**src/rtl/clk_div_cfg_ctrl_if.sv**
```systemverilog
// Request channel of the divider configuration controller.
//   master : requester, drives valid/ratio/enable and samples ready
//   slave  : controller, samples the request and drives ready
// A transfer completes on a rising reference clock edge with valid & ready.
interface clk_div_cfg_ctrl_if #(
  parameter int RATIO_W = 4
);
  logic               I_req_valid;
  logic [RATIO_W-1:0] I_req_ratio;
  logic               I_req_en;
  logic               O_req_ready;

  modport master (output I_req_valid, I_req_ratio, I_req_en, input O_req_ready);
  modport slave  (input I_req_valid, I_req_ratio, I_req_en, output O_req_ready);
endinterface

```
**src/rtl/clk_div_cfg_ctrl.sv**
```systemverilog
// clk_div_cfg_ctrl: configuration front end for an integer clock divider.
// Accepts ratio/enable change requests and applies them only on a rising
// edge of the divider's own output (fed back on I_div_clk), so the divider
// never sees a ratio swap mid-phase. If no edge arrives within TIMEOUT_CYC
// reference cycles the change is forced and O_timeout pulses. After every
// apply the block stays busy for SETTLE_CYC cycles before accepting again.
//
// Ports:
//   I_ref_clk, I_rst_n : reference clock, async active-low reset
//   req (slave)        : I_req_valid/I_req_ratio/I_req_en in, O_req_ready out
//   I_div_clk          : divider output feedback (ref-clk domain)
//   O_clk_en           : divider clock enable
//   O_div_ratio        : divider ratio
//   O_busy             : change pending or settling
//   O_timeout          : 1-cycle pulse, change forced without an edge
//   O_err              : 1-cycle pulse, illegal request seen
//
// Build option: CLK_DIV_CFG_CLAMP_EN
//   defined   : illegal ratios are clamped into 1..MAX_RATIO and applied
//   undefined : illegal requests are handshaked but dropped
//   O_err pulses in both builds.
module clk_div_cfg_ctrl #(
  parameter int RATIO_W     = 4,
  parameter int MAX_RATIO   = 15,
  parameter int RESET_RATIO = 1,
  parameter int SETTLE_CYC  = 2,
  parameter int TIMEOUT_CYC = 32
) (
  input  logic               I_ref_clk,
  input  logic               I_rst_n,
  clk_div_cfg_ctrl_if.slave  req,
  input  logic               I_div_clk,
  output logic               O_clk_en,
  output logic [RATIO_W-1:0] O_div_ratio,
  output logic               O_busy,
  output logic               O_timeout,
  output logic               O_err
);

  localparam int TO_W = $clog2(TIMEOUT_CYC);
  localparam int ST_W = (SETTLE_CYC > 1) ? $clog2(SETTLE_CYC) : 1;
  localparam logic [TO_W-1:0]  TO_MAX  = TO_W'(TIMEOUT_CYC - 1);
  localparam logic [ST_W-1:0]  ST_LAST = ST_W'(SETTLE_CYC - 1);
  // One extra bit so the upper-bound compare stays meaningful when
  // MAX_RATIO is the largest value the bus can carry.
  localparam logic [RATIO_W:0] MAX_X   = (RATIO_W + 1)'(MAX_RATIO);

  typedef enum logic [1:0] {S_IDLE, S_WAIT, S_SETTLE} state_t;

  state_t             r_state, w_state_nxt;
  logic               r_div_d;
  logic               r_clk_en;
  logic [RATIO_W-1:0] r_div_ratio;
  logic               r_lat_en;
  logic [RATIO_W-1:0] r_lat_ratio;
  logic [TO_W-1:0]    r_to_cnt;
  logic [ST_W-1:0]    r_st_cnt;
  logic               r_timeout, r_err;

  logic               w_ready, w_accept, w_rise, w_legal, w_take, w_fast;
  logic [RATIO_W:0]   w_ratio_x;
  logic [RATIO_W-1:0] w_ratio_fix;
  logic               w_apply, w_apply_en, w_latch, w_to_hit, w_err_nxt;
  logic [RATIO_W-1:0] w_apply_ratio;

  // Ready is held low while reset is asserted, high in IDLE otherwise.
  assign w_ready   = (r_state == S_IDLE) & I_rst_n;
  assign w_accept  = req.I_req_valid & w_ready;
  assign w_rise    = I_div_clk & ~r_div_d;
  assign w_ratio_x = {1'b0, req.I_req_ratio};
  // Ratio only matters when the divider is to be enabled.
  assign w_legal   = ~req.I_req_en | ((w_ratio_x != '0) && (w_ratio_x <= MAX_X));

`ifdef CLK_DIV_CFG_CLAMP_EN
  assign w_ratio_fix = w_legal ? req.I_req_ratio :
                       (req.I_req_ratio == '0) ? RATIO_W'(1) : RATIO_W'(MAX_RATIO);
  assign w_take      = 1'b1;
`else
  assign w_ratio_fix = req.I_req_ratio;
  assign w_take      = w_legal;
`endif

  // No edge to wait for when the divider is stopped or passing the
  // reference straight through; a no-op request also applies at once.
  assign w_fast = ~r_clk_en | (r_div_ratio <= RATIO_W'(1)) |
                  ((req.I_req_en == r_clk_en) && (w_ratio_fix == r_div_ratio));

  always_ff @(posedge I_ref_clk or negedge I_rst_n) begin
    if (!I_rst_n) r_state <= S_IDLE;
    else          r_state <= w_state_nxt;
  end

  always_comb begin
    w_state_nxt   = r_state;
    w_apply       = 1'b0;
    w_apply_en    = r_lat_en;
    w_apply_ratio = r_lat_ratio;
    w_latch       = 1'b0;
    w_to_hit      = 1'b0;
    w_err_nxt     = 1'b0;
    case (r_state)
      S_IDLE: begin
        if (w_accept) begin
          w_err_nxt = ~w_legal;
          if (w_take) begin
            if (w_fast) begin
              w_apply       = 1'b1;
              w_apply_en    = req.I_req_en;
              w_apply_ratio = w_ratio_fix;
              w_state_nxt   = S_SETTLE;
            end else begin
              w_latch     = 1'b1;
              w_state_nxt = S_WAIT;
            end
          end
        end
      end
      S_WAIT: begin
        // A real edge wins over a coincident timeout.
        if (w_rise) begin
          w_apply     = 1'b1;
          w_state_nxt = S_SETTLE;
        end else if (r_to_cnt == TO_MAX) begin
          w_apply     = 1'b1;
          w_to_hit    = 1'b1;
          w_state_nxt = S_SETTLE;
        end
      end
      S_SETTLE: begin
        if (r_st_cnt == ST_LAST) w_state_nxt = S_IDLE;
      end
      default: w_state_nxt = S_IDLE;
    endcase
  end

  always_ff @(posedge I_ref_clk or negedge I_rst_n) begin
    if (!I_rst_n) begin
      r_div_d     <= 1'b0;
      r_clk_en    <= 1'b0;
      r_div_ratio <= RATIO_W'(RESET_RATIO);
      r_lat_en    <= 1'b0;
      r_lat_ratio <= '0;
      r_to_cnt    <= '0;
      r_st_cnt    <= '0;
      r_timeout   <= 1'b0;
      r_err       <= 1'b0;
    end else begin
      r_div_d   <= I_div_clk;
      r_timeout <= w_to_hit;
      r_err     <= w_err_nxt;
      if (w_apply) begin
        r_clk_en    <= w_apply_en;
        r_div_ratio <= w_apply_ratio;
      end
      if (w_latch) begin
        r_lat_en    <= req.I_req_en;
        r_lat_ratio <= w_ratio_fix;
      end
      // Timeout counter saturates rather than wrapping.
      if (w_latch)                                     r_to_cnt <= '0;
      else if (r_state == S_WAIT && r_to_cnt != TO_MAX) r_to_cnt <= r_to_cnt + 1'b1;
      if (r_state != S_SETTLE)     r_st_cnt <= '0;
      else if (r_st_cnt != ST_LAST) r_st_cnt <= r_st_cnt + 1'b1;
    end
  end

  assign req.O_req_ready = w_ready;
  assign O_clk_en        = r_clk_en;
  assign O_div_ratio     = r_div_ratio;
  assign O_busy          = (r_state != S_IDLE);
  assign O_timeout       = r_timeout;
  assign O_err           = r_err;

endmodule

```
**src/flat_wrapper.sv**
```systemverilog
// flat-port wrapper written by rule: the top's interface ports become plain ports
module clk_div_cfg_ctrl_flat 
#(
  parameter int RATIO_W     = 4,
  parameter int MAX_RATIO   = 15,
  parameter int RESET_RATIO = 1,
  parameter int SETTLE_CYC  = 2,
  parameter int TIMEOUT_CYC = 32
)
  (I_ref_clk, I_rst_n, I_div_clk, O_clk_en, O_div_ratio, O_busy, O_timeout, O_err, req_I_req_valid, req_I_req_ratio, req_I_req_en, req_O_req_ready);
  clk_div_cfg_ctrl_if #(.RATIO_W(RATIO_W)) req_i ();
  input  logic I_ref_clk;
  input  logic I_rst_n;
  input  logic I_div_clk;
  output logic O_clk_en;
  output logic [RATIO_W-1:0] O_div_ratio;
  output logic O_busy;
  output logic O_timeout;
  output logic O_err;
  input wire logic [$bits(req_i.I_req_valid)-1:0] req_I_req_valid;
  input wire logic [$bits(req_i.I_req_ratio)-1:0] req_I_req_ratio;
  input wire logic [$bits(req_i.I_req_en)-1:0] req_I_req_en;
  output wire logic [$bits(req_i.O_req_ready)-1:0] req_O_req_ready;
  assign req_i.I_req_valid = req_I_req_valid;
  assign req_i.I_req_ratio = req_I_req_ratio;
  assign req_i.I_req_en = req_I_req_en;
  assign req_O_req_ready = req_i.O_req_ready;
  clk_div_cfg_ctrl #(.RATIO_W(RATIO_W), .MAX_RATIO(MAX_RATIO), .RESET_RATIO(RESET_RATIO), .SETTLE_CYC(SETTLE_CYC), .TIMEOUT_CYC(TIMEOUT_CYC)) u_core (.I_ref_clk(I_ref_clk), .I_rst_n(I_rst_n), .req(req_i), .I_div_clk(I_div_clk), .O_clk_en(O_clk_en), .O_div_ratio(O_div_ratio), .O_busy(O_busy), .O_timeout(O_timeout), .O_err(O_err));
endmodule
```
**config.mk**
```make
export PLATFORM = sky130hd
export DESIGN_NAME = clk_div_cfg_ctrl_flat
export DESIGN_NICKNAME = d
export VERILOG_FILES = /design/src/rtl/clk_div_cfg_ctrl_if.sv /design/src/rtl/clk_div_cfg_ctrl.sv /design/src/flat_wrapper.sv
export SDC_FILE = /design/constraint.sdc
export NUM_CORES = 1
export LEC_CHECK = 0
export ABC_AREA = 1
export CORE_MARGIN = 4
export CORE_UTILIZATION = 45
export CTS_CLUSTER_DIAMETER = 120
export DETAILED_ROUTE_END_ITERATION = 10
export PLACE_DENSITY = 0.79
export SLEW_MARGIN = 0
export SYNTH_ARGS = -nofsm -noshare
export SYNTH_HDL_FRONTEND = slang
export SYNTH_SLANG_ARGS = --single-unit
export TNS_END_PERCENT = 50
```
**constraint.sdc**
```tcl
create_clock -name I_ref_clk -period 1.75 [get_ports I_ref_clk]
set_input_delay 0.175 -clock I_ref_clk [delete_from_list [all_inputs] [get_ports I_ref_clk]]
set_output_delay 0.175 -clock I_ref_clk [all_outputs]
set_load 0.1 [all_outputs]
```
# ---- Yosys cells after proc, flatten, opt, wreduce, memory -nomap -nowiden
# Index checks and enable logic that the tools add are counted.
dict set report word_totals {
  out_inout_bits 9
  in_bits 9
  regBits 21
}
dict set report classes {
  eq_ne 11
  n_reduce_logical 8
  addsub 2
  bitwise 10
  muxes 33
  n_lt_le_gt_ge 2
}
# op count
set op_table {}
lappend op_table {{$mux 1} 19}
lappend op_table {{$mux 4} 4}
lappend op_table {{$mux 2} 6}
lappend op_table {{$mux 5} 2}
lappend op_table {{$ne 2x1->1 const B} 3}
lappend op_table {{$pmux 2 s3} 1}
lappend op_table {{$add 5x1->5 const B} 1}
lappend op_table {{$eq 5x5->1 const B} 1}
lappend op_table {{$ne 5x5->1 const B} 1}
lappend op_table {{$reduce_bool 5->1} 1}
lappend op_table {{$eq 4x4->1} 1}
lappend op_table {{$le 4x1->1 const B} 1}
lappend op_table {{$le 4x4->1 const B} 1}
lappend op_table {{$not 1->1} 4}
lappend op_table {{$reduce_and 4->1} 1}
lappend op_table {{$reduce_bool 2->1} 2}
lappend op_table {{$and 1x1->1} 3}
lappend op_table {{$logic_and 1x1->1} 3}
lappend op_table {{$ne 3x1->1 const B} 1}
lappend op_table {{$or 1x1->1} 3}
lappend op_table {{$eq 2x1->1 const B} 1}
lappend op_table {{$eq 2x2->1 const B} 1}
lappend op_table {{$logic_not 2->1} 1}
lappend op_table {{$ne 2x2->1 const B} 1}
lappend op_table {{other kinds (3)} 3}

# ---- Logic depth before layout (Yosys ltp)
dict set report logic_depth {
  ltp_word 8
  mapped_depth 11
  depth_no_buf 10
}

# ---- Least setup slack after synthesis
# Ideal clock, no wire load.
dict set report synth_timing {
  path_type {reg-to-reg}
  from {reg u_core.r_div_ratio[2] (netlist: u_core.O_div_ratio[2])}
  to {reg u_core.r_div_ratio[1] (netlist: u_core.O_div_ratio[1])}
  path_slack_ns -0.220
  path_buffers 1
  stages_incl_launch_ff 11
  arrival_ns 1.849
  required_ns 1.629
  synth_period_minus_slack_ns 1.970
  cell_sequence {dfrtp_1 > inv_1 > nand2_1 > nand2_1 > nor2_1 > nand3_2 > nand2_4 > nand2_2 > buf_6 > nand3_1 > nand2_1}
}
dict set report synth_between {
  elab_chain_len 7
  elab_cells_between_ends 13
  classes_between {order compare (1); eq/ne (1); mux (8); bitwise (2); reduce/logical (1)}
}
# element line
set synth_lines {}
lappend synth_lines {{start: declaration} clk_div_cfg_ctrl.sv:53} ;# logic [RATIO_W-1:0] r_div_ratio;
lappend synth_lines {{start signal: assignment} clk_div_cfg_ctrl.sv:140} ;# r_div_ratio <= RATIO_W'(RESET_RATIO);
lappend synth_lines {{start signal: assignment} clk_div_cfg_ctrl.sv:153} ;# r_div_ratio <= w_apply_ratio;
lappend synth_lines {{$le 4x1->1 or $eq 4x4->1 (tied branches)} {clk_div_cfg_ctrl.sv:85, clk_div_cfg_ctrl.sv:86}}
lappend synth_lines {{$or 1x1->1 or $logic_and 1x1->1 (tied branches)} {clk_div_cfg_ctrl.sv:85, clk_div_cfg_ctrl.sv:86}}
lappend synth_lines {{$or 1x1->1 *} clk_div_cfg_ctrl.sv:85} ;# assign w_fast = ~r_clk_en | (r_div_ratio <= RATIO_W'(1)) |
lappend synth_lines {{$mux 1 or $mux 4 (tied branches)} clk_div_cfg_ctrl.sv:106} ;# if (w_fast) begin
lappend synth_lines {{$mux 1 or $mux 4 (tied branches)} clk_div_cfg_ctrl.sv:105} ;# if (w_take) begin
lappend synth_lines {{$mux 1 or $mux 4 (tied branches)} clk_div_cfg_ctrl.sv:103} ;# if (w_accept) begin
lappend synth_lines {{$pmux 1 s2 or $mux 4 (tied branches)} clk_div_cfg_ctrl.sv:101} ;# case (r_state)
# Every way passes the cells marked *; elsewhere a longest branch is shown, timed or not.
# A chain may end at the register's enable or synchronous reset.

# ---- Worst setup path after layout
dict set report layout_timing {
  from {reg u_core.r_to_cnt[1]}
  to {reg u_core.r_to_cnt[4]}
}
dict set report layout_between {
  elab_chain_len 3
  elab_cells_between_ends 6
  classes_between {add/sub (1); eq/ne (1); mux (2); reduce/logical (2)}
}
# element line
set layout_lines {}
lappend layout_lines {{start: declaration} clk_div_cfg_ctrl.sv:56} ;# logic [TO_W-1:0] r_to_cnt;
lappend layout_lines {{start signal: assignment} clk_div_cfg_ctrl.sv:161} ;# else if (r_state == S_WAIT && r_to_cnt != TO_MAX) r_to_cnt <= r_to_cnt + 1'b1;
lappend layout_lines {{$add 5x1->5 or $ne 5x5->1 (tied branches)} clk_div_cfg_ctrl.sv:161}
lappend layout_lines {{$mux 5 or $logic_and 1x1->1 (tied branches)} clk_div_cfg_ctrl.sv:161}
lappend layout_lines {{$mux 5 or $reduce_bool 2->1 (tied branches)} n/a}
# Parallel ways exist; a longest one is shown, timed or not. The select of a mux whose other input is x is not followed.

==> qor.csv <==
stage,metric,value,unit
floorplan,Die W,58.7,um
sta,Max Fclk,0.593,GHz
sta,final period utilization,96.4,%
sta,Least-Margin Pin Slew,0.270,ns
route,Avg WL per Cell,12.1,um
floorplan,core area,2450,sq um
logic_synthesis,Syn Nets,146,
floorplan,starting density of the core,47.1,%
critical_path,worst path arrival time,1.91,ns
place,Placer Congestion,0.812,
critical_path,type of origin of the critical path,flip-flop,
sta,minimum clock period,1.69,ns
final_layout,n_diodes,0,
logic_synthesis,Seq cells post-synth,21,
logic_synthesis,synth top area cells,"dfrtp_1 (43%), nand2_1 (14%), nand3_1 (5.2%)",
clocking,CTS root buffer,clkbuf_4,
pwr,Static Leak,0.000778,uW
grt,initial antenna violation count,0,
grt,vias in the first global route,898,
logic_synthesis,Main synth FF type,dfrtp_1,
grt,first-pass GRT wire length,3710,um
final_layout,Layout Cells excl Fill,192,
pwr,Final Power,2730,uW
sta,final setup vio count,0,
sta,RSZ-0062 raised after global routing,false,
floorplan,IO Count,18,
route,routed via count,954,
critical_path,crit-path max FO,5,
final_layout,fin nets,174,
route,antenna-violating nets left,0,
grt,GRT Residual Overflow,0,
logic_synthesis,Synth area leader,dfrtp_1,
place,PortBufs,17,
route,DRT Pass-1 Iters,4,
logic_synthesis,Post-Synthesis Cells,135,
logic_synthesis,mapped cell area,1160,sq um
logic_synthesis,Post-synth EDFFs,0,
place,Placed Cells incl. Taps,187,
sta,hold_ws,0.237,ns
logic_synthesis,asr flop ratio synth,100,%
floorplan,Row Count,18,
final_layout,Reg area,536,sq um
final_layout,Area Overhead vs Synth,29.4,%
sta,Final Hold Viols,0,
route,vias per inst,4.97,
clocking,Hold Buf Count CTS,0,
final_layout,fillcell total,200,
clocking,Sink Count,21,
route,violation count after the first detailed-route iteration,26,
grt,gr usage total,14.1,%
clocking,CTS tree,done,
grt,pin count of the biggest net entering global routing,22,
floorplan,die height,58.7,um
critical_path,Worst setup EP type,flip-flop,
critical_path,CP Class,reg2reg,
logic_synthesis,"Seq/Total Area, Yosys",45.5,%
sta,Setup WS post-layout,0.0627,ns
clocking,H-tree Lvls,1,
logic_synthesis,most common cell in the netlist,nand2_1,
place,post-detail-place hpwl,1770,um
run_status,status,"finished, final reports clean",
sta,Slew Limit Fails,0,
critical_path,R2R setup slack,0.06,ns
clocking,"CTS clk-pin slew, worst paths",0.12,ns
clocking,clock tree buffer depth,2,
final_layout,footprint of the multi-input gates,566,sq um
final_layout,final core occ,61.0,%
logic_synthesis,synthesized area per cell,8.57,sq um
critical_path,required time worst endpoint,1.97,ns
clocking,Num CTS Buffers,3,
critical_path,Worst Reg2Reg Path Length in Cells,8,
pwr,PwrDens,1830,nW/um^2
clocking,worst-skew pair later-pin latency,0.31,ns
logic_synthesis,Post-synth top cells,"nand2_1 (42), dfrtp_1 (20), inv_1 (15)",
logic_synthesis,top cell type's share of synthesized area,43.2,%
final_layout,fraction of layout instances using a drive strength above 1,34.0,%
floorplan,die area,3450,sq um
sta,clk_skew,0.00432,ns
route,Routed WL,2330,um
pwr,maximum vdd drop,1.42,mV
job,maxcap violations,0,
place,post-place setup slack,-0.0936,ns
route,# DRC,0,
logic_synthesis,count of different cell masters after synthesis,29,
hold_path,Hold Path Class,in2async,
logic_synthesis,YS warnings,0,
sta,Slew HR,81.9,%
[critical path, cell delays in order (launching register included)]
cell and delay, ns:
dfrtp_1 0.41, ha_2 0.19, and3_4 0.18, ha_4 0.16, nor2_4 0.13, buf_6 0.13
mux2_4 0.29, nand2_1 0.06, inv_1 0.04
[path summary, 6_finish.rpt]
check                                                          to                           start
worst max-delay path               u_core.r_to_cnt[4]$_DFFE_PN0P_  u_core.r_to_cnt[1]$_DFFE_PN0P_
worst min-delay path            u_core.O_div_ratio[1]$_DFFE_PN0P_                         I_rst_n
worst max register to register     u_core.r_to_cnt[4]$_DFFE_PN0P_  u_core.r_to_cnt[1]$_DFFE_PN0P_
worst min register to register      u_core.r_state[1]$_DFFE_PN0P_       u_core.r_st_cnt$_DFF_PN0_
max in group asynchronous       u_core.O_div_ratio[0]$_DFFE_PN1P_                         I_rst_n
min in group I_ref_clk                   u_core.r_div_d$_DFF_PN0_                       I_div_clk
[routing by layer]
layer / part of all wire, % / vias up / GRT usage (%)
met3: 4.4 / 5 / 2.19
met4: 1.9 / 0 / 5.83
li1: - / 476 / -
met1: 39 / 458 / 15.7
met2: 54 / 15 / 26.5
met5: 0 / - / 0
[cell usage in the layout, fill, tap and decap left out, types with 2 or more instances in the layout]
cell	instances
dfrtp_1	16
buf_12	3
dfrtp_2	4
clkdlybuf4s50_1	8
nand4_1	2
nand2_2	2
clkbuf_4	3
nor2_1	8
buf_4	14
o21ai_2	4
inv_1	14
inv_2	6
nand3_1	12
nand2_4	2
nand2_1	41
[timing repair]
item                       CTS  global route
setup buffers                0             1
pin swaps                    0             5
resized for setup            2             9
setup endpoints to repair    7             9
[layout make-up]
class,count,area share (%)
Inverter,20,5.01
Sequential cell,21,35.8
Timing Repair Buffer,26,17.1
Multi-Input combinational cell,91,37.8
Clock buffer,3,1.50
Clock inverter,1,0.334
Tap cell,30,2.51
[flip-flops by register name, summed over array words and instances (netlist names)]
register            flops
u_core.r_state          2
u_core.r_div_d          1
u_core.r_lat_ratio      4
u_core.r_lat_en         1
u_core.O_err            1
u_core.O_div_ratio      4
u_core.r_st_cnt         1
u_core.O_clk_en         1
u_core.r_to_cnt         5
u_core.O_timeout        1
[per-stage QoR]
step | setup TNS [ns] | cell area (sq um)
3_5_place_dp | -0.241 | 1420
4_1_cts | 0 | 1460
6_report | 0 | 1500
3_3_place_gp | -0.0545 | 1420
5_1_grt | 0 | 1500
2_1_floorplan | -0.138 | 1170
[cells by family after synthesis]
family                   count (synthesis)  share of synthesized area [%]
adder cells (fa/ha/maj)                  2                           2.16
AND/OR/NAND/NOR                         76                           33.5
AO/OA/AOI/OAI                            9                           5.95
flip-flops                              21                           45.5
buffers and inverters                   23                           9.40
multiplexers                             2                           1.95
XOR/XNOR                                 2                           1.51
[power breakdown]
part           total [uW]  internal (uW)  switching, uW
clock                 242           85.4            156
combinational        1670            555           1120
sequential            819            685            134
(Power assumes the default switching activity.)
